File: src/rtl/simd_sched_pkg.sv
// Shared types and helpers for the SIMD ALU scheduler: FSM state encoding,
// flag-field layout and lane slicing offsets.
package simd_sched_pkg;

    typedef enum logic [1:0] {
        IDLE  = 2'd0,
        ISSUE = 2'd1,
        WAIT  = 2'd2,
        RESP  = 2'd3
    } state_e;

    // alu_flags is {negative, carry_out, overflow, zero}, each SIMD_WIDTH wide
    localparam int FLAG_W     = 4;
    localparam int FLAG_ZERO  = 0;
    localparam int FLAG_OVF   = 1;
    localparam int FLAG_CARRY = 2;
    localparam int FLAG_NEG   = 3;

    function automatic int lane_lsb(input int lane, input int width);
        return lane * width;
    endfunction

    function automatic int req_lane_lsb(input int req, input int lane, input int lanes, input int width);
        return (req * lanes + lane) * width;
    endfunction

endpackage

File: src/rtl/rr_arbiter.sv
// Round-robin arbiter: grants the first asserted request at or after ptr,
// wrapping around, as a one-hot vector plus its index.
module rr_arbiter #(
    parameter int NUM_REQ = 4,
    localparam int IDX_W  = $clog2(NUM_REQ)
) (
    input  logic [NUM_REQ-1:0] req,
    input  logic [IDX_W-1:0]   ptr,
    output logic [NUM_REQ-1:0] grant,
    output logic [IDX_W-1:0]   idx,
    output logic               any
);

    logic [IDX_W:0]   sum;
    logic [IDX_W-1:0] pos;

    // Scan from the farthest offset down so the nearest request wins last.
    always_comb begin
        grant = '0;
        idx   = '0;
        any   = 1'b0;
        sum   = '0;
        pos   = '0;
        for (int k = NUM_REQ - 1; k >= 0; k--) begin
            sum = {1'b0, ptr} + (IDX_W+1)'(k);
            if (sum >= (IDX_W+1)'(NUM_REQ)) begin
                sum = sum - (IDX_W+1)'(NUM_REQ);
            end
            pos = sum[IDX_W-1:0];
            if (req[pos]) begin
                grant      = '0;
                grant[pos] = 1'b1;
                idx        = pos;
                any        = 1'b1;
            end
        end
    end

endmodule

File: src/rtl/simd_alu_scheduler.sv
// Shares one SIMD ALU between NUM_REQ requesters with round-robin arbitration and
// a single op in flight. Optional illegal-opcode bypass: SIMD_SCHED_OPCHECK_EN.
module simd_alu_scheduler
    import simd_sched_pkg::*;
#(
    parameter int NUM_REQ       = 4,
    parameter int DATA_WIDTH    = 32,
    parameter int OP_WIDTH      = 5,
    parameter int SIMD_WIDTH    = 4,
    parameter int ALU_LATENCY   = 1,
    parameter int NUM_VALID_OPS = 24,
    localparam int ID_W  = $clog2(NUM_REQ),
    localparam int VEC_W = SIMD_WIDTH * DATA_WIDTH,
    localparam int OPV_W = SIMD_WIDTH * OP_WIDTH,
    localparam int FLG_W = FLAG_W * SIMD_WIDTH,
    localparam int CNT_W = (ALU_LATENCY > 1) ? $clog2(ALU_LATENCY) : 1
) (
    input  logic                       clk,
    input  logic                       rst,
    input  logic [NUM_REQ-1:0]         req_valid,
    output logic [NUM_REQ-1:0]         req_ready,
    input  logic [NUM_REQ*VEC_W-1:0]   req_operand_a,
    input  logic [NUM_REQ*VEC_W-1:0]   req_operand_b,
    input  logic [NUM_REQ*OPV_W-1:0]   req_alu_op,
    output logic [VEC_W-1:0]           alu_operand_a,
    output logic [VEC_W-1:0]           alu_operand_b,
    output logic [OPV_W-1:0]           alu_op,
    output logic                       alu_en,
    input  logic [VEC_W-1:0]           alu_result,
    input  logic [FLG_W-1:0]           alu_flags,
    output logic                       rsp_valid,
    input  logic                       rsp_ready,
    output logic [ID_W-1:0]            rsp_id,
    output logic [VEC_W-1:0]           rsp_result,
    output logic [FLG_W-1:0]           rsp_flags,
    output logic                       rsp_err,
    output logic                       busy
);

    localparam logic [OP_WIDTH:0] OP_LIMIT = (OP_WIDTH+1)'(NUM_VALID_OPS);

    state_e             state_reg, state_next;
    logic [ID_W-1:0]    rr_ptr_reg, id_reg;
    logic [CNT_W-1:0]   cnt_reg;
    logic [VEC_W-1:0]   a_reg, b_reg, rsp_result_reg;
    logic [OPV_W-1:0]   op_reg;
    logic [FLG_W-1:0]   rsp_flags_reg;
    logic               rsp_err_reg;

    logic [NUM_REQ-1:0] grant;
    logic [ID_W-1:0]    grant_idx;
    logic               grant_any, accept_err;
    logic [VEC_W-1:0]   sel_a, sel_b;
    logic [OPV_W-1:0]   sel_op;
    logic [SIMD_WIDTH-1:0] lane_bad;

    // Requests are only visible to the arbiter while idle, so req_ready doubles as accept.
    rr_arbiter #(.NUM_REQ(NUM_REQ)) u_arb (
        .req   (req_valid & {NUM_REQ{state_reg == IDLE}}),
        .ptr   (rr_ptr_reg),
        .grant (grant),
        .idx   (grant_idx),
        .any   (grant_any)
    );

    assign req_ready = grant;
    assign sel_a     = req_operand_a[grant_idx*VEC_W +: VEC_W];
    assign sel_b     = req_operand_b[grant_idx*VEC_W +: VEC_W];
    assign sel_op    = req_alu_op[grant_idx*OPV_W +: OPV_W];

    for (genvar gi = 0; gi < SIMD_WIDTH; gi++) begin : g_lane_chk
        assign lane_bad[gi] = {1'b0, sel_op[lane_lsb(gi, OP_WIDTH) +: OP_WIDTH]} >= OP_LIMIT;
    end

`ifdef SIMD_SCHED_OPCHECK_EN
    assign accept_err = grant_any && (|lane_bad);
`else
    logic unused_lane_bad;
    assign unused_lane_bad = |lane_bad;
    assign accept_err      = 1'b0;
`endif

    always_comb begin
        state_next = state_reg;
        case (state_reg)
            IDLE:    if (grant_any) state_next = accept_err ? RESP : ISSUE;
            ISSUE:   state_next = WAIT;
            WAIT:    if (cnt_reg == '0) state_next = RESP;
            RESP:    if (rsp_ready) state_next = IDLE;
            default: state_next = IDLE;
        endcase
    end

    always_ff @(posedge clk or posedge rst) begin
        if (rst) begin
            state_reg      <= IDLE;
            rr_ptr_reg     <= '0;
            id_reg         <= '0;
            cnt_reg        <= '0;
            a_reg          <= '0;
            b_reg          <= '0;
            op_reg         <= '0;
            rsp_result_reg <= '0;
            rsp_flags_reg  <= '0;
            rsp_err_reg    <= 1'b0;
        end else begin
            state_reg <= state_next;
            case (state_reg)
                IDLE: if (grant_any) begin
                    id_reg     <= grant_idx;
                    rr_ptr_reg <= (grant_idx == ID_W'(NUM_REQ - 1)) ? '0 : grant_idx + ID_W'(1);
                    if (accept_err) begin
                        rsp_result_reg <= '0;
                        rsp_flags_reg  <= '0;
                        rsp_err_reg    <= 1'b1;
                    end else begin
                        // Operands only move for ops that really go to the ALU.
                        a_reg  <= sel_a;
                        b_reg  <= sel_b;
                        op_reg <= sel_op;
                    end
                end
                ISSUE: cnt_reg <= CNT_W'(ALU_LATENCY - 1);
                WAIT: begin
                    if (cnt_reg == '0) begin
                        rsp_result_reg <= alu_result;
                        rsp_flags_reg  <= alu_flags;
                        rsp_err_reg    <= 1'b0;
                    end else begin
                        cnt_reg <= cnt_reg - CNT_W'(1);
                    end
                end
                default: ;
            endcase
        end
    end

    assign alu_operand_a = a_reg;
    assign alu_operand_b = b_reg;
    assign alu_op        = op_reg;
    assign alu_en        = (state_reg == ISSUE);
    assign rsp_valid     = (state_reg == RESP);
    assign rsp_id        = id_reg;
    assign rsp_result    = rsp_result_reg;
    assign rsp_flags     = rsp_flags_reg;
    assign rsp_err       = rsp_err_reg;
    assign busy          = (state_reg != IDLE);

endmodule

File: config.mk
export PLATFORM = sky130hd
export DESIGN_NAME = simd_alu_scheduler
export DESIGN_NICKNAME = d
export VERILOG_FILES = /design/src/rtl/simd_sched_pkg.sv /design/src/rtl/rr_arbiter.sv /design/src/rtl/simd_alu_scheduler.sv
export SDC_FILE = /design/constraint.sdc
export NUM_CORES = 1
export LEC_CHECK = 0
export ABC_AREA = 1
export CAP_MARGIN = 20
export CORE_AREA = 8 8 649 651
export CTS_CLUSTER_SIZE = 28
export DETAILED_ROUTE_END_ITERATION = 8
export DIE_AREA = 0 0 657 659
export GPL_TIMING_DRIVEN = 0
export PLACE_DENSITY = 0.3
export SLEW_MARGIN = 20
export SYNTH_ARGS = -nofsm -noshare
export SYNTH_HDL_FRONTEND = slang
export SYNTH_SLANG_ARGS = --single-unit
File: constraint.sdc
create_clock -name clk -period 37 [get_ports clk]
set_input_delay 5.55 -clock clk [delete_from_list [all_inputs] [get_ports clk]]
set_output_delay 5.55 -clock clk [all_outputs]
set_load 0.1 [all_outputs]
### Word level (Yosys, flattened, before mapping)

Index checks and enable logic that the tools add are counted.

| word-level totals | value |
|---|---|
| bits of input ports | 1255 |
| logic and storage cells | 92 |
| register bits | 427 |
| output and inout port bits | 430 |

| cells by class | value |
|---|---|
| reduce and logical (&&, ||, !) cells | 10 |
| bitwise gates (word level) | 2 |
| multiply operators | 1 |
| equal/unequal tests | 7 |
| muxes and demuxes | 39 |
| shift operators | 3 |
| order comparisons | 12 |
| add/sub/neg operators | 9 |

Operators by type and width:

| operator | count |
|---|---|
| 512-bit by 10-bit variable part select with 128-bit output | 2 |
| 80-bit by 8-bit variable part select with 20-bit output | 1 |
| 2-bit two-way mux | 12 |
| 4-bit two-way mux | 4 |
| 1-bit two-way mux | 13 |
| 2-bit by 3-bit < comparator with 1-bit output (second input constant) | 4 |
| 3-bit greater-or-equal comparator (second input constant) | 3 |
| 1-bit binary-select mux with 2-bit select | 4 |
| 1-bit demux with 2-bit select | 4 |
| 2-bit by 1-bit greater-or-equal comparator with 1-bit output (second input constant) | 4 |
| 2-bit one-hot mux with 4 select lines | 1 |
| 2-bit by 1-bit subtractor with 2-bit output (second input constant) | 4 |
| 2-bit by 2-bit adder with 3-bit output (second input constant) | 2 |
| 2-bit equality test (second input constant) | 3 |
| 2-bit by 3-bit multiplier with 5-bit output (second input constant) | 1 |
| 4-bit AND | 1 |
| 1-bit logical AND | 4 |
| 2-bit != test (second input constant) | 2 |
| 2-bit AND reduction | 2 |
| 2-bit nonzero test | 2 |
| 2-bit by 1-bit adder with 3-bit output (second input constant) | 1 |
| 2-bit by 3-bit greater-or-equal comparator with 1-bit output (second input constant) | 1 |
| 3-bit AND reduction | 1 |
| 2-bit by 1-bit adder with 2-bit output (second input constant) | 1 |
| other kinds (6) | 6 |

### Depth between registers and ports, before layout

Gate-level depths: netlist (run 1).

| logic depth | value |
|---|---|
| depth after elaboration | 11 |
| mapped depth | 19 |
| gate-level depth less buffers | 16 |

### By module

Synthesis (run 1) repeated with hierarchy kept, for this count alone.

| unflattened totals | value |
|---|---|
| cells, all modules | 4574 |
| area, all modules | 27163.6 um^2 |

By module, submodules not included:

| module | area each (um^2) | times used | cells each | seq. area each (um^2) |
|---|---|---|---|---|
| simd_alu_scheduler | 26671.8 | 1 | 4486 | 10660.2 |
| rr_arbiter | 491.7 | 1 | 88 | 0.0 |

### Worst setup path after synthesis (run 1)

OpenSTA, ideal clock, no wires.

| path | value |
|---|---|
| path type | input to output |
| from | input req_valid[3] |
| to | output req_ready[0] |
| data required time | 31450 ps |
| setup slack | 24432 ps |
| data arrival time | 7018 ps |
| buffers on the path | 0 |
| stages | 9 |
| cell sequence | nand2_1 > nand2_1 > nand3_1 > nand2_2 > a21oi_1 > nand2_1 > a21oi_1 > o21ai_0 > nand2_1 |

| between the ends | value |
|---|---|
| word-level cells in the longest chain between the ends | 7 |
| elaborated cells on any way between the ends | 13 |
| those cells by class | mux (12); bitwise (1) |

RTL lines:

| element | RTL line | RTL |
|---|---|---|
| start: declaration | simd_alu_scheduler.sv:20 | `input logic [NUM_REQ-1:0] req_valid,` |
| 4-bit AND (*) | simd_alu_scheduler.sv:59 | `.req (req_valid & {NUM_REQ{state_reg == IDLE}}),` |
| 1-bit binary-select mux with 2-bit select | rr_arbiter.sv:30 | `if (req[pos]) begin` |
| 1-bit two-way mux (implied by the code) | rr_arbiter.sv:30 |  |
| 4-bit two-way mux (3 in a row) | rr_arbiter.sv:30 |  |
| 4-bit two-way mux (*) | rr_arbiter.sv:30 |  |
| end: declaration | simd_alu_scheduler.sv:21 | `output logic [NUM_REQ-1:0] req_ready,` |

Every way passes the cells marked *; elsewhere a longest branch is shown, timed or not. The select of a mux whose other input is x is not followed.

### Worst setup path in the final report (run 1)

Ends and elaborated chain as after synthesis.

==> flow_summary.toml, run 1 <==
[layout]
nFillCells = 47800
nets = 7629
fin_area_um2 = 55100
area_growth_pct = 89.2
final_cells = 11900
layout-drive-gt1-share = 0.103

[grt]
track_usage = 0.167
antenna_found_initial = 274
first_global_vias = 39800
grt_start_max_net_pins = 93
grt_pass1_wl_um = 468000
grt.overflow.total = 0

[synthesis]
synth_edf_count = 0
yosys.area_share.simple = 0.438
yosysUniqueCellTypes = 22
synth_compound_area_frac = 0.00331
postSynthCellCount = 4589
synth_seq_cells = 426
synth_most_common_cell = "nand2_1"
synth-async-reset-ratio = 1.00
synthMuxAreaShare = 0.0557
yosys_warnings = 0
synthTopCellsByArea = "dfrtp_1, nand2_1, nand3_1, inv_1, mux2_2"
yosysTopAreaCell = "dfrtp_1"
synth_xor_area_frac = 0
synth.top_cell.area_share = 0.366
syn_area_um2 = 29100
ys_seq_area_frac = 0.366
yosys-top-cells-count = "nand2_1, nand3_1, inv_1"
synth_top_family_by_area = "simple AND/OR/NAND/NOR gates"
synth_area_per_cell_um2 = 6.35
synth-main-ff-cell = "dfrtp_1"
synth_fa_ha_area_frac = 0.00559
postSynthNetCount = 5857

[setup_path]
crit_path_cell_trace = "clkdlybuf4s50_1 -> nand2_1 -> nand2_1 -> nand3_1 -> nand2_2 -> a21oi_1 -> nand2_1 -> a21oi_1 -> o21ai_0 -> nand2_1 -> clkdlybuf4s50_1"
required_ns = 31.45
path_class = "in2out"
cp_slowest_cell = "clkdlybuf4s50_1"
rr_startpoint = "rr_ptr_reg[0]$_DFFE_PP0P_"
crit_top_cell = "nand2_1"
arrival_ns = 8.44
critPathCaptureType = "output pin"
cp-start-kind = "input pin"
cpPeakStageDelay_ns = 1.15
cp_max_fo = 7
crit_start = "req_valid[3]"

[clocking]
cts_setup_buffers = 0
cts_buffer_depth = 4
cts_tree = "yes"
cts_hold_buf = 0
h-tree-depth = 3
cts_resized = 0
insertion_delay_ns = 0.82
clkSlewWorstSetupHoldPaths_ns = 0.06
cts_root_buffer = "clkbuf_16"
numCtsBuffers = 78
cts.sinks = 426

[sta]
fmax_mhz = 71.5
rsz0062_at_grt = "no"
setup_viol = 0
relSlewSlack = 0.215
worstMarginPinSlew_ns = 1.17
tns_ns = 0
timing.hold.ws_ns = 0.476
fin_crit_sh = 0.378
slew_viol_final = 0
fin_skew_ns = 0.0669
hold_viol = 0
fin_crit_ns = 13.99

[placed_design]
numPlacedInstances = 11800
dpl-instance-area_um2 = 52400
hpwl_um = 338000
place_congestion = 0.942
portBuffers = 1683

[floorplanning]
initial_core_util = 0.0708
die_h_um = 659
dieArea_um2 = 433000
die_w_um = 657
io_pins = 1685
core_area_um2 = 411000
row_count = 236

[route]
drt_iter0_markers = 2908
wl_per_cell_um = 31.8
met2_length_um = 187000
ant_nets = 0
drc = 0
dr.max_layer_used = "met5"
wl_met1_um = 143000
vias = 39500
wl_met3_um = 36300
drt_wl_total_um = 379000
vias_per_cell = 3.30
dr.pass1.iters = 6

[min_path]
hold_start = "alu_operand_a[23]$_DFFE_PP0P_"
hold_class = "reg2reg"

[status]
run_status = "completed"

[flow_run]
cap_violations = 0
[critical path, delay by kind of cell]
kind                   cells  cell delay [ns]
AOI/OAI and AO/OA          3             0.60
and+or+nand+nor            6             0.71
buffers and inverters      2             1.58
[through the flow]
stage          setup WS [ns]   util
2_1_floorplan          19.59      -
3_3_place_gp            9.57  0.128
3_5_place_dp           23.05  0.128
4_1_cts                23.04  0.134
5_1_grt                22.81  0.134
6_report               23.01  0.134
[logic make-up after synthesis]
group | count (synthesis)
multiplexers | 144
flip-flops | 426
adder cells (fa/ha/maj) | 13
AND/OR/NAND/NOR | 3098
other | 1
AO/OA/AOI/OAI | 19
buffers and inverters | 888
[worst paths after layout]
| path | to | slack, ns | cells past startpoint |
|---|---|---|---|
| setup / recovery | req_ready[0] | 23.01 | 11 |
| hold / removal | alu_operand_a[23]$_DFFE_PP0P_ | 0.48 | 2 |
| setup reg to reg | alu_operand_b[87]$_DFFE_PP0P_ | 32.39 | 15 |
| hold reg to reg | alu_operand_a[23]$_DFFE_PP0P_ | 0.48 | 2 |
| max in group asynchronous | alu_operand_a[87]$_DFFE_PP0P_ | 29.77 | 5 |
| min in group asynchronous | rsp_result[99]$_DFFE_PP0P_ | 5.16 | 2 |
[final cells by class]
cell class              instances  area [um2]  share of cell area
well taps                    5474        6850               0.124
flip-flops and latches        426       10700               0.194
inverters                     567        2140              0.0388
diodes                         49         123             0.00223
clock inverters                28         334             0.00606
clock buffers                 108        2190              0.0397
repair buffers               1692       16500               0.299
multi-input cells            3275       14700               0.266
plain buffers                 321        1690              0.0307
[cells in the final DEF, fill, tap and decap left out, types with 6 or more instances in the layout]
master | Yosys | routed
a21oi_1 | 14 | 14
buf_1 | 6 | 6
buf_2 | 181 | 302
buf_4 | 38 | 38
buf_6 | 14 | 14
bufinv_16 | 0 | 6
clkbuf_1 | 81 | 94
clkbuf_16 | 0 | 79
clkbuf_2 | 0 | 6
clkbuf_8 | 0 | 10
clkdlybuf4s50_1 | 0 | 1562
clkinv_2 | 0 | 13
dfrtp_1 | 426 | 426
diode_2 | 0 | 49
ha_1 | 13 | 13
inv_1 | 562 | 561
mux2_2 | 144 | 144
nand2_1 | 2246 | 2245
nand2_2 | 7 | 8
nand3_1 | 828 | 828
nand3_2 | 12 | 12
[routing by layer]
metal | vias to the layer above | GRT usage
li1 | 17700 | -
met3 | 579 | 0.0681
met5 | - | 0
met1 | 19100 | 0.184
met4 | 174 | 0.0423
met2 | 1927 | 0.298
Power of run 1 is not shown: default switching activity piles up to over one toggle a cycle in this logic, so the estimate is an artifact.
==> run 2: changes to the inputs <==
--- a/config.mk
+++ b/config.mk
@@ -7,10 +7,10 @@
 export LEC_CHECK = 0
 export ABC_AREA = 1
 export CAP_MARGIN = 20
-export CORE_AREA = 8 8 649 651
+export CORE_AREA = 8 8 653 655
 export CTS_CLUSTER_SIZE = 28
 export DETAILED_ROUTE_END_ITERATION = 8
-export DIE_AREA = 0 0 657 659
+export DIE_AREA = 0 0 661 663
 export GPL_TIMING_DRIVEN = 0
 export PLACE_DENSITY = 0.3
 export SLEW_MARGIN = 20
==> constraint.sdc (replaced) <==
create_clock -name clk -period 14.49 [get_ports clk]
set_input_delay 2.1735 -clock clk [delete_from_list [all_inputs] [get_ports clk]]
set_output_delay 2.1735 -clock clk [all_outputs]
set_load 0.1 [all_outputs]
==> flow_summary.toml, run 2 (synthesized netlist as in run 1, its figures left out) <==
[placed_design]
dpl-instance-area_um2 = 52500
portBuffers = 1683
place_congestion = 1.01
hpwl_um = 337000
numPlacedInstances = 11800

[layout]
final_cells = 12000
fin_area_um2 = 55100
nFillCells = 48200
seq_area_um2 = 10700
final_common_cell = "nand2_1"
mostFrequentLayoutCells = "nand2_1, clkdlybuf4s50_1, nand3_1, inv_1, dfrtp_1"
area_growth_pct = 89.4
multi_input_area_um2 = 14700
layout-drive-gt1-share = 0.0998
nets = 7624

[route]
drt_wl_total_um = 377000
ant_nets = 0
dr.pass1.iters = 8
drc = 0
vias_per_cell = 3.27
drt_iter0_markers = 2921
vias = 39100
wl_per_cell_um = 31.5

[setup_path]
crit_top_cell = "nand2_1"
required_ns = 12.32
rr_startpoint = "rr_ptr_reg[0]$_DFFE_PP0P_"
critPathCaptureType = "output pin"
crit_path_cell_trace = "clkdlybuf4s50_1 -> nand2_1 -> nand2_1 -> nand3_1 -> nand2_2 -> a21oi_1 -> nand2_1 -> a21oi_1 -> o21ai_0 -> nand2_1 -> clkdlybuf4s50_1"
arrival_ns = 5.02
cp_max_fo = 7
cp-start-kind = "input pin"
reg2reg_depth = 17
rrSetupSlack_ns = 9.69
cpPeakStageDelay_ns = 1.15
cp_slowest_cell = "clkdlybuf4s50_1"
reg2reg_to = "alu_operand_b[123]$_DFFE_PP0P_"
path_class = "in2out"

[clocking]
cts_buffer_depth = 4
h-tree-depth = 3
cts_resized = 0
cts.sinks = 426
cts_root_buffer = "clkbuf_16"
cts_hold_buf = 0
cts_tree = "yes"
cts_setup_buffers = 0
clkSlewWorstSetupHoldPaths_ns = 0.04
insertion_delay_ns = 0.80
numCtsBuffers = 75

[grt]
first_global_vias = 39700
antenna_found_initial = 246
track_usage = 0.165
grt_start_max_net_pins = 84
grt_pass1_wl_um = 466000
grt.overflow.total = 0

[floorplanning]
core_area_um2 = 415000
row_count = 237
dieArea_um2 = 438000
io_pins = 1685
die_h_um = 663
initial_core_util = 0.0701
die_w_um = 661

[sta]
timing.hold.ws_ns = 0.473
slew_viol_final = 0
fin_crit_sh = 0.497
fmax_mhz = 139
hold_viol = 0
setup_viol = 0
fin_crit_ns = 7.20
worstMarginPinSlew_ns = 1.18
rsz0062_at_grt = "no"
fin_skew_ns = 0.111
relSlewSlack = 0.209

[flow_run]
cap_violations = 0

[min_path]
hold_end = "alu_op[6]$_DFFE_PP0P_"
hold_class = "reg2reg"
hold_start = "alu_op[6]$_DFFE_PP0P_"
hold_depth = 2

[status]
run_status = "completed"
[run 2: changes by cell type in the layout (fill, tap and decap cells not counted), moves of 3 or more]
cell,previous run,this run
buf_12,4,1
buf_2,302,290
clkbuf_1,94,88
clkbuf_16,79,75
clkbuf_8,10,17
clkdlybuf4s50_1,1562,1575
clkinv_2,13,6
clkinvlp_4,4,1
diode_2,49,70
[run 2: how the worst max path moves through the flow]
stage,start,end,slack [ns],cells after the start
2_1_floorplan,rst,alu_op[0]$_DFFE_PP0P_,0.45,1
3_3_place_gp,rst,alu_operand_a[78]$_DFFE_PP0P_,-9.04,2
3_5_place_dp,req_valid[3],req_ready[3],7.32,11
4_1_cts,req_valid[3],req_ready[3],7.31,11
5_1_grt,req_valid[2],req_ready[3],7.11,11
6_report,req_valid[3],req_ready[3],7.29,11
[run 2: layer usage]
layer	part of all wire	global-route usage	wire, um	vias to the layer above
met5	0.0022	0	820	-
met4	0.034	0.0503	12600	126
met3	0.082	0.0547	31000	509
met2	0.50	0.292	187000	1828
met1	0.39	0.185	146000	19000
li1	-	-	-	17700
[run 2: cell type report]
cell class | count | share of cell area
diodes | 70 | 0.00318
plain buffers | 321 | 0.0308
flip-flops and latches | 426 | 0.193
repair buffers | 1690 | 0.299
clock buffers | 107 | 0.0393
multi-input cells | 3275 | 0.266
clock inverters | 18 | 0.00522
inverters | 567 | 0.0387
well taps | 5497 | 0.125
[run 2: worst max-delay path: cells and delay by family]
kind / cells / cell delay, ns
buf+inv: 2 / 1.59
simple gates: 6 / 0.69
compound gates: 3 / 0.54
[run 2: stage by stage]
stage                     TNS (ns)   util  worst slack, ns
final                            0  0.133             7.29
after global routing             0  0.132             7.11
after CTS                        0  0.132             7.31
after detailed placement         0  0.126             7.32
after global placement    -3734.30  0.127            -9.04
after floorplan                  0      -            0.455
Power of run 2 is left out for the same reason.
==> run 3: changes to the inputs <==
==> constraint.sdc (replaced) <==
create_clock -name clk -period 7.15 [get_ports clk]
set_input_delay 1.0725 -clock clk [delete_from_list [all_inputs] [get_ports clk]]
set_output_delay 1.0725 -clock clk [all_outputs]
set_load 0.1 [all_outputs]
==> flow_summary.toml, run 3 (synthesized netlist as in run 1, its figures left out) <==
[grt]
track_usage = 0.168
grt_use_met1 = 0.190
first_global_vias = 39500
grtUsageMet3 = 0.0547
antenna_found_initial = 279
grt.overflow.total = 0
grt_pass1_wl_um = 475000
grt_start_max_net_pins = 30
busiest_layer = "met2"
use_met2 = 0.308

[route]
dr.pass1.iters = 5
wl_per_cell_um = 32.2
vias = 39200
drt_iter0_markers = 2793
vias_per_cell = 3.28
drt_wl_total_um = 386000
ant_nets = 0
drc = 0

[clocking]
cts_resized = 0
clkSlewWorstSetupHoldPaths_ns = 0.05
cts.sinks = 426
cts_setup_buffers = 0
cts_tree = "yes"
insertion_delay_ns = 0.80
cts_hold_buf = 0
cts_buffer_depth = 4
cts_root_buffer = "clkbuf_16"
numCtsBuffers = 74
h-tree-depth = 3

[setup_path]
cp_slowest_cell = "clkdlybuf4s50_1"
critPathCaptureType = "output pin"
rrSetupSlack_ns = 2.63
required_ns = 6.08
cp-start-kind = "flip-flop"
cp_max_fo = 12
arrival_ns = 4.13
path_class = "reg2out"
crit_path_cell_trace = "inv_2 -> ha_1 -> inv_1 -> nand3_1 -> a21oi_1 -> nand2_1 -> a21oi_1 -> o21ai_0 -> nand2_1 -> clkdlybuf4s50_1"
cpPeakStageDelay_ns = 1.16

[layout]
mostFrequentLayoutCells = "nand2_1, clkdlybuf4s50_1, nand3_1, inv_1, dfrtp_1"
nFillCells = 48200
area_growth_pct = 90.3
multi_input_area_um2 = 14700
layout-drive-gt1-share = 0.102
final_cells = 12000
final_common_cell = "nand2_1"
seq_area_um2 = 10700
fin_area_um2 = 55400
nets = 7637

[status]
run_status = "completed"

[min_path]
hold_class = "reg2reg"

[sta]
fin_skew_ns = 0.0595
fin_crit_ns = 5.20
hold_viol = 0
slew_viol_final = 0
tns_ns = 0
relSlewSlack = 0.167
setup_viol = 0
fmax_mhz = 192
rsz0062_at_grt = "no"
worstMarginPinSlew_ns = 1.25
fin_crit_sh = 0.728

[floorplanning]
core_area_um2 = 415000
initial_core_util = 0.0701
row_count = 237
dieArea_um2 = 438000
die_h_um = 663
die_w_um = 661
io_pins = 1685

[placed_design]
numPlacedInstances = 11800
dpl-instance-area_um2 = 52800
place_congestion = 0.926
hpwl_um = 346000
portBuffers = 1683

[flow_run]
cap_violations = 0
[run 3: worst paths after layout]
path / start / end / depth (start not counted)
max: rr_ptr_reg[0]$_DFFE_PP0P_ / req_ready[2] / 10
min: alu_op[9]$_DFFE_PP0P_ / alu_op[9]$_DFFE_PP0P_ / 2
max reg2reg: rr_ptr_reg[0]$_DFFE_PP0P_ / alu_operand_b[87]$_DFFE_PP0P_ / 16
min reg2reg: alu_op[9]$_DFFE_PP0P_ / alu_op[9]$_DFFE_PP0P_ / 2
max in group asynchronous: rst / alu_operand_a[124]$_DFFE_PP0P_ / 8
min in group asynchronous: rst / alu_operand_b[121]$_DFFE_PP0P_ / 2
[run 3: layer usage]
metal | up-vias | share of wire
met5 | - | 0.0029
met4 | 158 | 0.023
met3 | 551 | 0.082
met2 | 1825 | 0.51
met1 | 19000 | 0.39
li1 | 17700 | -
[run 3: critical path: cells and delay by family, from the launching register on]
kind,cells,cell delay (ns)
fa+ha+maj,1,0.39
compound gates,3,0.60
flops,1,0.59
simple gates,3,0.31
buf+inv,3,1.50
[run 3: metrics by stage]
step / setup slack, ns / hold WS, ns / util
after global placement: -5.18 / 0.465 / 0.127
after floorplan: 0.328 / 0.572 / -
after CTS: 1.87 / 0.477 / 0.133
final: 1.95 / 0.475 / 0.133
after global routing: 1.67 / 0.494 / 0.133
after detailed placement: 1.82 / 0.462 / 0.127
[run 3: layout make-up]
cell class                 instances  area share
antenna                           45     0.00203
timing repair buffer            1704       0.303
tap                             5497       0.124
clock inverter                    29     0.00795
inverter                         567      0.0385
buffer                           321      0.0305
clock buffer                      98      0.0374
sequential                       426       0.192
multi-input combinational       3275       0.264
Power of run 3 is left out for the same reason.
